File: src/rtl/i2c_target_regs.sv
// I2C target exposing a 256-byte register space through a byte-wide strobe port.
// Optional: define I2C_TGT_GLITCH_FILT_EN to add a 3-sample glitch filter on SCL/SDA.
module i2c_target_regs #(
    parameter logic [6:0] DEV_ADDR = 7'h50,
    parameter int         SYNC_ST  = 2
) (
    input  logic       clk,
    input  logic       rst,
    input  logic       scl_i,
    input  logic       sda_i,
    output logic       sda_oe,
    output logic       wr_en,
    output logic [7:0] wr_addr,
    output logic [7:0] wr_data,
    output logic       rd_req,
    output logic [7:0] rd_addr,
    input  logic [7:0] rd_data,
    output logic       busy
);

    typedef enum logic [3:0] {
        IDLE, DEVADR, ACK_A, WORDADR, ACK_W, WRDATA, ACK_D, RDDATA, RD_ACK, IGNORE
    } state_t;

    state_t state, state_nxt;

    logic [SYNC_ST-1:0] scl_sync, sda_sync;
    logic scl_s, sda_s, scl_d, sda_d;
    logic scl_rise, scl_fall, start_det, stop_det;

    logic [3:0] bit_cnt, bit_cnt_nxt;
    logic [7:0] shift, shift_nxt;
    logic [7:0] pointer, pointer_nxt;
    logic       mack, mack_nxt;
    logic       load_pend, load_nxt;
    logic       sda_oe_nxt, busy_nxt, wr_en_nxt, rd_req_nxt;
    logic [7:0] wr_addr_nxt, wr_data_nxt, rd_addr_nxt;

    // Synchronizers preset high so reset release never looks like a bus edge.
    always_ff @(posedge clk) begin
        if (rst) begin
            scl_sync <= '1;
            sda_sync <= '1;
        end else begin
            scl_sync <= {scl_sync[SYNC_ST-2:0], scl_i};
            sda_sync <= {sda_sync[SYNC_ST-2:0], sda_i};
        end
    end

`ifdef I2C_TGT_GLITCH_FILT_EN
    logic [1:0] scl_hist, sda_hist;
    logic       scl_f, sda_f;

    always_ff @(posedge clk) begin
        if (rst) begin
            scl_hist <= '1;
            sda_hist <= '1;
            scl_f    <= 1'b1;
            sda_f    <= 1'b1;
        end else begin
            scl_hist <= {scl_hist[0], scl_sync[SYNC_ST-1]};
            sda_hist <= {sda_hist[0], sda_sync[SYNC_ST-1]};
            if (scl_sync[SYNC_ST-1] == scl_hist[0] && scl_hist[0] == scl_hist[1])
                scl_f <= scl_hist[0];
            if (sda_sync[SYNC_ST-1] == sda_hist[0] && sda_hist[0] == sda_hist[1])
                sda_f <= sda_hist[0];
        end
    end

    assign scl_s = scl_f;
    assign sda_s = sda_f;
`else
    assign scl_s = scl_sync[SYNC_ST-1];
    assign sda_s = sda_sync[SYNC_ST-1];
`endif

    always_ff @(posedge clk) begin
        if (rst) begin
            scl_d <= 1'b1;
            sda_d <= 1'b1;
        end else begin
            scl_d <= scl_s;
            sda_d <= sda_s;
        end
    end

    assign scl_rise  = scl_s & ~scl_d;
    assign scl_fall  = ~scl_s & scl_d;
    assign start_det = scl_s & scl_d & sda_d & ~sda_s;
    assign stop_det  = scl_s & scl_d & ~sda_d & sda_s;

    always_ff @(posedge clk) begin
        if (rst) state <= IDLE;
        else     state <= state_nxt;
    end

    // Bus conditions override everything; otherwise act on SCL edges per state.
    always_comb begin
        state_nxt   = state;
        bit_cnt_nxt = bit_cnt;
        shift_nxt   = shift;
        pointer_nxt = pointer;
        mack_nxt    = mack;
        load_nxt    = 1'b0;
        sda_oe_nxt  = sda_oe;
        busy_nxt    = busy;
        wr_en_nxt   = 1'b0;
        wr_addr_nxt = wr_addr;
        wr_data_nxt = wr_data;
        rd_req_nxt  = 1'b0;
        rd_addr_nxt = rd_addr;

        if (stop_det) begin
            state_nxt  = IDLE;
            sda_oe_nxt = 1'b0;
            busy_nxt   = 1'b0;
        end else if (start_det) begin
            state_nxt   = DEVADR;
            bit_cnt_nxt = 4'd0;
            sda_oe_nxt  = 1'b0;
            busy_nxt    = 1'b0;
        end else if (load_pend) begin
            shift_nxt  = rd_data;
            sda_oe_nxt = ~rd_data[7];
        end else begin
            case (state)
                DEVADR, WORDADR, WRDATA: begin
                    if (scl_rise && bit_cnt < 4'd8) begin
                        shift_nxt   = {shift[6:0], sda_s};
                        bit_cnt_nxt = bit_cnt + 4'd1;
                    end else if (scl_fall && bit_cnt == 4'd8) begin
                        bit_cnt_nxt = 4'd0;
                        if (state == DEVADR) begin
                            if (shift[7:1] == DEV_ADDR) begin
                                state_nxt  = ACK_A;
                                sda_oe_nxt = 1'b1;
                                busy_nxt   = 1'b1;
                            end else begin
                                state_nxt = IGNORE;
                            end
                        end else if (state == WORDADR) begin
                            state_nxt   = ACK_W;
                            pointer_nxt = shift;
                            sda_oe_nxt  = 1'b1;
                        end else begin
                            state_nxt   = ACK_D;
                            sda_oe_nxt  = 1'b1;
                            wr_en_nxt   = 1'b1;
                            wr_addr_nxt = pointer;
                            wr_data_nxt = shift;
                            pointer_nxt = pointer + 8'd1;
                        end
                    end
                end
                ACK_A: begin
                    if (scl_fall) begin
                        sda_oe_nxt  = 1'b0;
                        bit_cnt_nxt = 4'd0;
                        if (shift[0]) begin
                            state_nxt   = RDDATA;
                            rd_req_nxt  = 1'b1;
                            rd_addr_nxt = pointer;
                            load_nxt    = 1'b1;
                        end else begin
                            state_nxt = WORDADR;
                        end
                    end
                end
                ACK_W, ACK_D: begin
                    if (scl_fall) begin
                        sda_oe_nxt  = 1'b0;
                        bit_cnt_nxt = 4'd0;
                        state_nxt   = WRDATA;
                    end
                end
                RDDATA: begin
                    if (scl_rise) begin
                        bit_cnt_nxt = bit_cnt + 4'd1;
                    end else if (scl_fall) begin
                        if (bit_cnt == 4'd8) begin
                            state_nxt  = RD_ACK;
                            sda_oe_nxt = 1'b0;
                        end else begin
                            shift_nxt  = {shift[6:0], 1'b0};
                            sda_oe_nxt = ~shift[6];
                        end
                    end
                end
                RD_ACK: begin
                    if (scl_rise) begin
                        mack_nxt = sda_s;
                    end else if (scl_fall) begin
                        if (!mack) begin
                            state_nxt   = RDDATA;
                            bit_cnt_nxt = 4'd0;
                            pointer_nxt = pointer + 8'd1;
                            rd_req_nxt  = 1'b1;
                            rd_addr_nxt = pointer + 8'd1;
                            load_nxt    = 1'b1;
                        end else begin
                            state_nxt = IGNORE;
                        end
                    end
                end
                default: ;
            endcase
        end
    end

    always_ff @(posedge clk) begin
        if (rst) begin
            bit_cnt   <= 4'd0;
            shift     <= 8'h00;
            pointer   <= 8'h00;
            mack      <= 1'b1;
            load_pend <= 1'b0;
            sda_oe    <= 1'b0;
            busy      <= 1'b0;
            wr_en     <= 1'b0;
            wr_addr   <= 8'h00;
            wr_data   <= 8'h00;
            rd_req    <= 1'b0;
            rd_addr   <= 8'h00;
        end else begin
            bit_cnt   <= bit_cnt_nxt;
            shift     <= shift_nxt;
            pointer   <= pointer_nxt;
            mack      <= mack_nxt;
            load_pend <= load_nxt;
            sda_oe    <= sda_oe_nxt;
            busy      <= busy_nxt;
            wr_en     <= wr_en_nxt;
            wr_addr   <= wr_addr_nxt;
            wr_data   <= wr_data_nxt;
            rd_req    <= rd_req_nxt;
            rd_addr   <= rd_addr_nxt;
        end
    end

endmodule

File: config.mk
export PLATFORM = sky130hd
export DESIGN_NAME = i2c_target_regs
export DESIGN_NICKNAME = d
export VERILOG_FILES = /design/src/rtl/i2c_target_regs.sv
export SDC_FILE = /design/constraint.sdc
export NUM_CORES = 1
export LEC_CHECK = 0
export ABC_CLOCK_PERIOD_IN_PS = 2100
export CAP_MARGIN = 40
export CORE_MARGIN = 10
export CORE_UTILIZATION = 45
export CTS_BUF_LIST = sky130_fd_sc_hd__clkbuf_2 sky130_fd_sc_hd__clkbuf_4 sky130_fd_sc_hd__clkbuf_8
export DETAILED_ROUTE_END_ITERATION = 8
export PLACE_DENSITY = 0.76
export SLEW_MARGIN = 20
export SYNTH_ARGS = -nofsm -noshare
export SYNTH_HDL_FRONTEND = slang
export SYNTH_SLANG_ARGS = --single-unit
File: constraint.sdc
create_clock -name clk -period 2.1 [get_ports clk]
set_clock_uncertainty 0.1 [all_clocks]
set_input_delay 0.21 -clock clk [delete_from_list [all_inputs] [get_ports clk]]
set_output_delay 0.21 -clock clk [all_outputs]
set_load 0.02 [all_outputs]
# [Word-level counts from Yosys, hierarchy flattened]
# Cells that the tools add are included.
[word_totals] ramBits=0 register_bits=59 latch_bits=0 mem_count=0 mem_bits_ro=0 out_inout_bits=28
[op_classes] div=0 eq_ne=44 n_bitwise=21 n_mul=0 muxes=61 shifts=0 magnitude_cmp=1 n_reduce_logical=26 n_addsub=2
[op_table] cell="8-bit 2-to-1 mux" count=14
[op_table] cell="4-bit 2-to-1 mux" count=21
[op_table] cell="3-bit inequality test, second input constant" count=17
[op_table] cell="8-bit case mux with 2 select lines" count=3
[op_table] cell="2-bit inequality test, second input constant" count=13
[op_table] cell="11-bit AND reduction" count=2
[op_table] cell="4-bit case mux with 5 select lines" count=1
[op_table] cell="9-bit AND reduction" count=2
[op_table] cell="1-bit 2-to-1 mux" count=17
[op_table] cell="4-bit by 3-bit == test with 1-bit output, second input constant" count=4
[op_table] cell="4-bit case mux with 4 select lines" count=1
[op_table] cell="1-bit NOT" count=14
[op_table] cell="7-bit AND reduction" count=2
[op_table] cell="10-bit AND reduction" count=1
[op_table] cell="5-bit nonzero test" count=2
[op_table] cell="3-bit OR reduction" count=3
[op_table] cell="8-bit by 1-bit adder with 8-bit output, second input constant" count=1
[op_table] cell="4-bit by 2-bit == test with 1-bit output, second input constant" count=2
[op_table] cell="4-bit == test, second input constant" count=2
[op_table] cell="4-bit inequality test, second input constant" count=2
[op_table] cell="8-bit AND reduction" count=1
[op_table] cell="8-bit OR reduction" count=1
[op_table] cell="1-bit AND" count=7
[op_table] cell="7-bit == test, second input constant" count=1
[op_table] cell="17 further kinds" count=21

# [Longest topological paths before layout]
[depth] depth_word=8 mapped_depth=9 mapped_depth_nobuf=7

# [Least setup slack after synthesis]
# Ideal clock, no wire load.
[synth_timing] path_kind="reg2reg" from="reg bit_cnt[0]" to="reg wr_addr[5]" arrival_ps=1845 setup_time_ps=128 stages_incl_launch_ff=10 setup_slack_ps=27 synth_period_minus_slack_ps=2073 path_cell_list="dfxtp_1 > inv_1 > ha_1 > nand3b_1 > or3_4 > nor4_2 > buf_6 > buf_12 > mux2i_1 > nor2_1"
[synth_via] elab_chain_len=4 elab_cells_between_ends=6 cone_classes="1 x order compare; 1 x eq/ne; 1 x bitwise; 3 x reduce/logical"
[synth_lines] item="from (decl)" line_no="31" source="logic [3:0] bit_cnt, bit_cnt_nxt;"
[synth_lines] item="from (signal assigned)" line_no="225" source="bit_cnt <= bit_cnt_nxt;"
[synth_lines] item="4-bit less-than comparator" line_no="128" source="if (scl_rise && bit_cnt < 4'd8) begin"
[synth_lines] item="1-bit logical AND" line_no="128"
[synth_lines] item="1-bit NOT (no line)"
[synth_lines] item="8-bit AND reduction (no line) *"
[synth_lines] item="to (signal assigned)" line_no="233" source="wr_addr <= wr_addr_nxt;"
[synth_lines] item="to (decl)" line_no="13" source="output logic [7:0] wr_addr,"
# Mark *: on every way between the ends. The rest lies on a longest branch, timed or not.
# A chain may end at the register's enable or synchronous reset.

# [Worst setup path after layout]
[layout_timing] from="reg state[1]" to="reg state[2]"
[layout_via] elab_chain_len=5 elab_cells_between_ends=25 cone_classes="17 x eq/ne; 4 x mux; 4 x reduce/logical"
[layout_lines] item="from (decl)" line_no="25" source="state_t state, state_nxt;"
[layout_lines] item="from (signal assigned)" line_no="94" source="else state <= state_nxt;"
[layout_lines] item="4-bit by 1-bit == test with 1-bit output" line_no="126, 133"
[layout_lines] item="4-bit 2-to-1 mux" line_no="133" source="if (state == DEVADR) begin"
[layout_lines] item="4-bit 2-to-1 mux" line_no="131" source="end else if (scl_fall && bit_cnt == 4'd8) begin"
[layout_lines] item="4-bit 2-to-1 mux" line_no="128"
[layout_lines] item="4-bit case mux with 5 select lines" line_no="126" source="case (state)"
# Several ways; a longest one is shown, not always the timed one. The select of a mux whose other input is x is not followed.

==> impl_metrics.tcl <==
set metrics [dict create \
    cell_chain_critical_path "buf_4 > nor4b_4 > a21oi_1 > o221ai_2 > o31a_1 > a2111oi_2" \
    layout-area-overhead-vs-synth_pct 29.8 \
    synth-seq-area-share_pct 38.2 \
    critical_path_peak_fanout 7 \
    syn_area_per_cell_um2 8.63 \
    timing.final.hold_violations 0 \
    cts_tree "built" \
    number_of_max_slew_violations_in_the_final_report 0 \
    cts_hold_buffers 0 \
    postCtsSetupBuffers 0 \
    syn-num-nets 373 \
    ys_seq_elements 59 \
    asyncSetResetFlopFracSynth_pct 0 \
    drive_above_1_share_pct 19.2 \
    netSwitchingPower_mw 0.615 \
    outcome "finished clean" \
    grt_pass1_vias 2831 \
    comb_power_share_pct 8.8 \
    synthFlopType "sky130_fd_sc_hd__dfxtp_1" \
    placement.cell_area_um2 3760 \
    start_util_pct 46.0 \
    cts_root_buffer "sky130_fd_sc_hd__clkbuf_8" \
    number_of_vias_in_the_routed_layout 2925 \
    worst_slew_pin_slew_ns 0.478 \
    clk_path_buf_depth 2 \
    vias_per_cell 5.76 \
    setup_viol_count_final 0 \
    post-route-min-period_ns 2.05 \
    timing.critical_path.slowest_cell_delay_ns 0.40 \
    routed_length_per_placed_instance_um 16.3 \
    crit_path_required_time_ns 2.24 \
    r2r.worst_path.cells 6 \
    detailed_place_hpwl_mm 5.89 \
    cell_count_of_the_worst_hold_path 2 \
    endpoint_kind_of_the_worst_setup_timing_path "register" \
    mappedNetlistArea_um2 3090 \
    grt-ovfl-total 0 \
    count_of_buffers_inserted_at_the_top_level_ports 39 \
    maxSlewHeadroom_pct 68.1 \
    die_boundary_height_um 103 \
    yosys_warnings 0 \
    clkPwrFrac_pct 43.9 \
    design.portCount 40 \
    crit_path_top_delay_cell "sky130_fd_sc_hd__dfxtp_2" \
    worst_setup_path_start_kind "register" \
    fp.coreArea_um2 6720 \
    critPathKind "reg2reg" \
    cts_inserted_buffers 9 \
    min-delay-path-class "in2reg" \
    max-cap-violations 0 \
    netSwitchingFraction_pct 25.4 \
    internal_power_mw 1.81 \
    largest_net_degree_at_the_start_of_global_routing 23 \
    finish.net_count 438 \
    antenna_cells 0 \
    first_pass_iters 6 \
    final_cell_count_no_fill 508 \
    placement_rows 30 \
    antenna_found_initial 0 \
    yosys.cell_types.count 60 \
    die_footprint_um2 10600 \
    drt_iter0_drc 212 \
    place.gp.congestion 0.972 \
    finalCritPeriodShare_pct 97.7 \
    vdd_drop_max_v 0.000372 \
    remaining_drc_errors 0 \
    clkLatencyLatePin_ns 0.34 \
    postRouteAntennaNets 0 \
    totalWireLength_mm 8.26 \
    synth-edff-count 0 \
    syn-instance-count 358 \
    placed_cells_incl_taps 492 \
    rsz0062_at_grt "yes" \
    power-per-cell-area_nw_per_um2 605 \
    final_cell_area_um2 4010 \
    cts_htree_levels 3 \
    p_seq_share_pct 47.2 \
    gr-usage-all-layers_pct 16.2 \
    leakage_nw 1.33 \
    grt_first_pass_wirelength_mm 13.7 \
    post-layout-total-power_mw 2.43 \
    die_w_um 103 \
    path_clk_slew_ns 0.08 \
    worst_ep_arrival_time_ns 2.19 \
    timing.fmax_ghz 0.488 \
    tritoncts_num_sinks 59 \
]
==> final cells by class <==
| class | instances | area [µm²] |
|---|---|---|
| clock buffers | 10 | 138 |
| flip-flops and latches | 59 | 1180 |
| inverters | 4 | 15.0 |
| repair buffers | 77 | 703 |
| well taps | 80 | 100 |
| multi-input cells | 272 | 1810 |
| clock inverters | 6 | 65.1 |
| fillers | 579 | 2710 |
==> power by group through the flow <==
stage	clock [mW]	sequential (mW)	combinational [mW]
2_1_floorplan	0	1.17	0.131
3_3_place_gp	0	1.17	0.204
3_5_place_dp	0	1.17	0.204
4_1_cts	1.08	1.14	0.208
5_1_grt	1.13	1.15	0.231
6_report	1.07	1.15	0.214
==> Yosys cell counts (4+ instances only) <==
library cell,number,area (µm²)
sky130_fd_sc_hd__o21a_1,5,37.5
sky130_fd_sc_hd__mux2i_1,26,260
sky130_fd_sc_hd__o31ai_1,5,37.5
sky130_fd_sc_hd__nor3b_1,4,30.0
sky130_fd_sc_hd__a31oi_1,4,25.0
sky130_fd_sc_hd__inv_1,4,15.0
sky130_fd_sc_hd__buf_2,4,20.0
sky130_fd_sc_hd__nor3_1,9,45.0
sky130_fd_sc_hd__nor2_1,56,210
sky130_fd_sc_hd__nand3_1,5,25.0
sky130_fd_sc_hd__nor2b_1,9,56.3
sky130_fd_sc_hd__clkbuf_1,14,52.6
sky130_fd_sc_hd__nand2_1,31,116
sky130_fd_sc_hd__a21oi_1,12,60.1
sky130_fd_sc_hd__o21ai_0,14,70.1
sky130_fd_sc_hd__dfxtp_1,59,1180
sky130_fd_sc_hd__or2_2,6,37.5
sky130_fd_sc_hd__nand2b_1,8,50.1
sky130_fd_sc_hd__xnor2_1,6,52.6
sky130_fd_sc_hd__a211oi_1,17,128
==> logic make-up after synthesis <==
logic type                 share of synthesized area, %
and+or+nand+nor                                    26.6
buffers and inverters                              4.82
muxes                                              8.42
AOI/OAI and AO/OA                                  18.1
adders and majority gates                          1.21
xor gates and xnor gates                           2.55
DFF                                                38.2
==> metrics by stage <==
step,util [%],worst slack (ns),hold WS (ns),TNS (ns)
6_report,59.7,0.0489,0.115,0
5_1_grt,59.7,-0.0638,0.143,-0.0645
4_1_cts,59.1,0.0000537,0.120,0
3_5_place_dp,56.0,0.00900,0.295,0
3_3_place_gp,56.0,0.0644,0.296,0
2_1_floorplan,-,0.0275,0.214,0
==> flip-flops by register name, indices dropped and copies added (netlist names), 2 cells and up <==
register	cells
rd_addr	8
shift	8
pointer	8
wr_data	8
wr_addr	8
bit_cnt	4
sda_sync	2
scl_sync	2
state	4
==> worst paths after layout <==
kind / start / endpoint / slack [ns]
setup / recovery: state[1] / state[2] / 0.05
hold / removal: rst / wr_data[0] / 0.12
setup reg to reg: state[1] / state[2] / 0.05
hold reg to reg: sda_sync[0] / sda_sync[1] / 0.31
==> layer usage <==
metal	up-vias	track usage (%)	share of wire (%)
met5	-	0	0
met4	0	7.91	2.7
li1	1423	-	-
met2	119	25.5	46
met1	1358	20.3	45
met3	25	3.89	6.4
==> placed cells by master (no fill, tap or decap), types with 3 or more instances in the layout <==
| master | Yosys | final |
|---|---|---|
| sky130_fd_sc_hd__dfxtp_1 | 59 | 56 |
| sky130_fd_sc_hd__nand2b_1 | 8 | 8 |
| sky130_fd_sc_hd__o31ai_1 | 5 | 4 |
| sky130_fd_sc_hd__inv_1 | 4 | 4 |
| sky130_fd_sc_hd__clkdlybuf4s50_1 | 0 | 38 |
| sky130_fd_sc_hd__nand3_1 | 5 | 5 |
| sky130_fd_sc_hd__buf_4 | 1 | 34 |
| sky130_fd_sc_hd__o21a_1 | 5 | 5 |
| sky130_fd_sc_hd__o21ai_0 | 14 | 14 |
| sky130_fd_sc_hd__and2_1 | 3 | 3 |
| sky130_fd_sc_hd__mux2i_1 | 26 | 25 |
| sky130_fd_sc_hd__nor3_1 | 9 | 8 |
| sky130_fd_sc_hd__a211o_1 | 3 | 3 |
| sky130_fd_sc_hd__xor2_1 | 3 | 3 |
| sky130_fd_sc_hd__a211oi_1 | 17 | 17 |
| sky130_fd_sc_hd__and4b_1 | 3 | 3 |
| sky130_fd_sc_hd__a31oi_1 | 4 | 4 |
| sky130_fd_sc_hd__a21oi_1 | 12 | 11 |
| sky130_fd_sc_hd__nor2b_1 | 9 | 9 |
| sky130_fd_sc_hd__xnor2_1 | 6 | 6 |
| sky130_fd_sc_hd__dfxtp_2 | 0 | 3 |
| sky130_fd_sc_hd__clkbuf_8 | 0 | 10 |
| sky130_fd_sc_hd__nor2_1 | 56 | 55 |
| sky130_fd_sc_hd__ha_1 | 3 | 3 |
| sky130_fd_sc_hd__or2_2 | 6 | 6 |
| sky130_fd_sc_hd__nand2_1 | 31 | 31 |
| sky130_fd_sc_hd__nor3b_1 | 4 | 4 |
==> critical path: cells and delay by family (launching register included) <==
family / cells / cell delay, ns
compound gates: 4 / 1.17
buf+inv: 1 / 0.20
flops: 1 / 0.40
simple gates: 1 / 0.08
==> what timing repair did <==
item | CTS | global route
endpoints found under the setup margin | 2 | 34
endpoints found under the hold margin | 0 | 0
pin swaps | 0 | 3
gates resized for setup | 3 | 10
(Power assumes the default switching activity.)
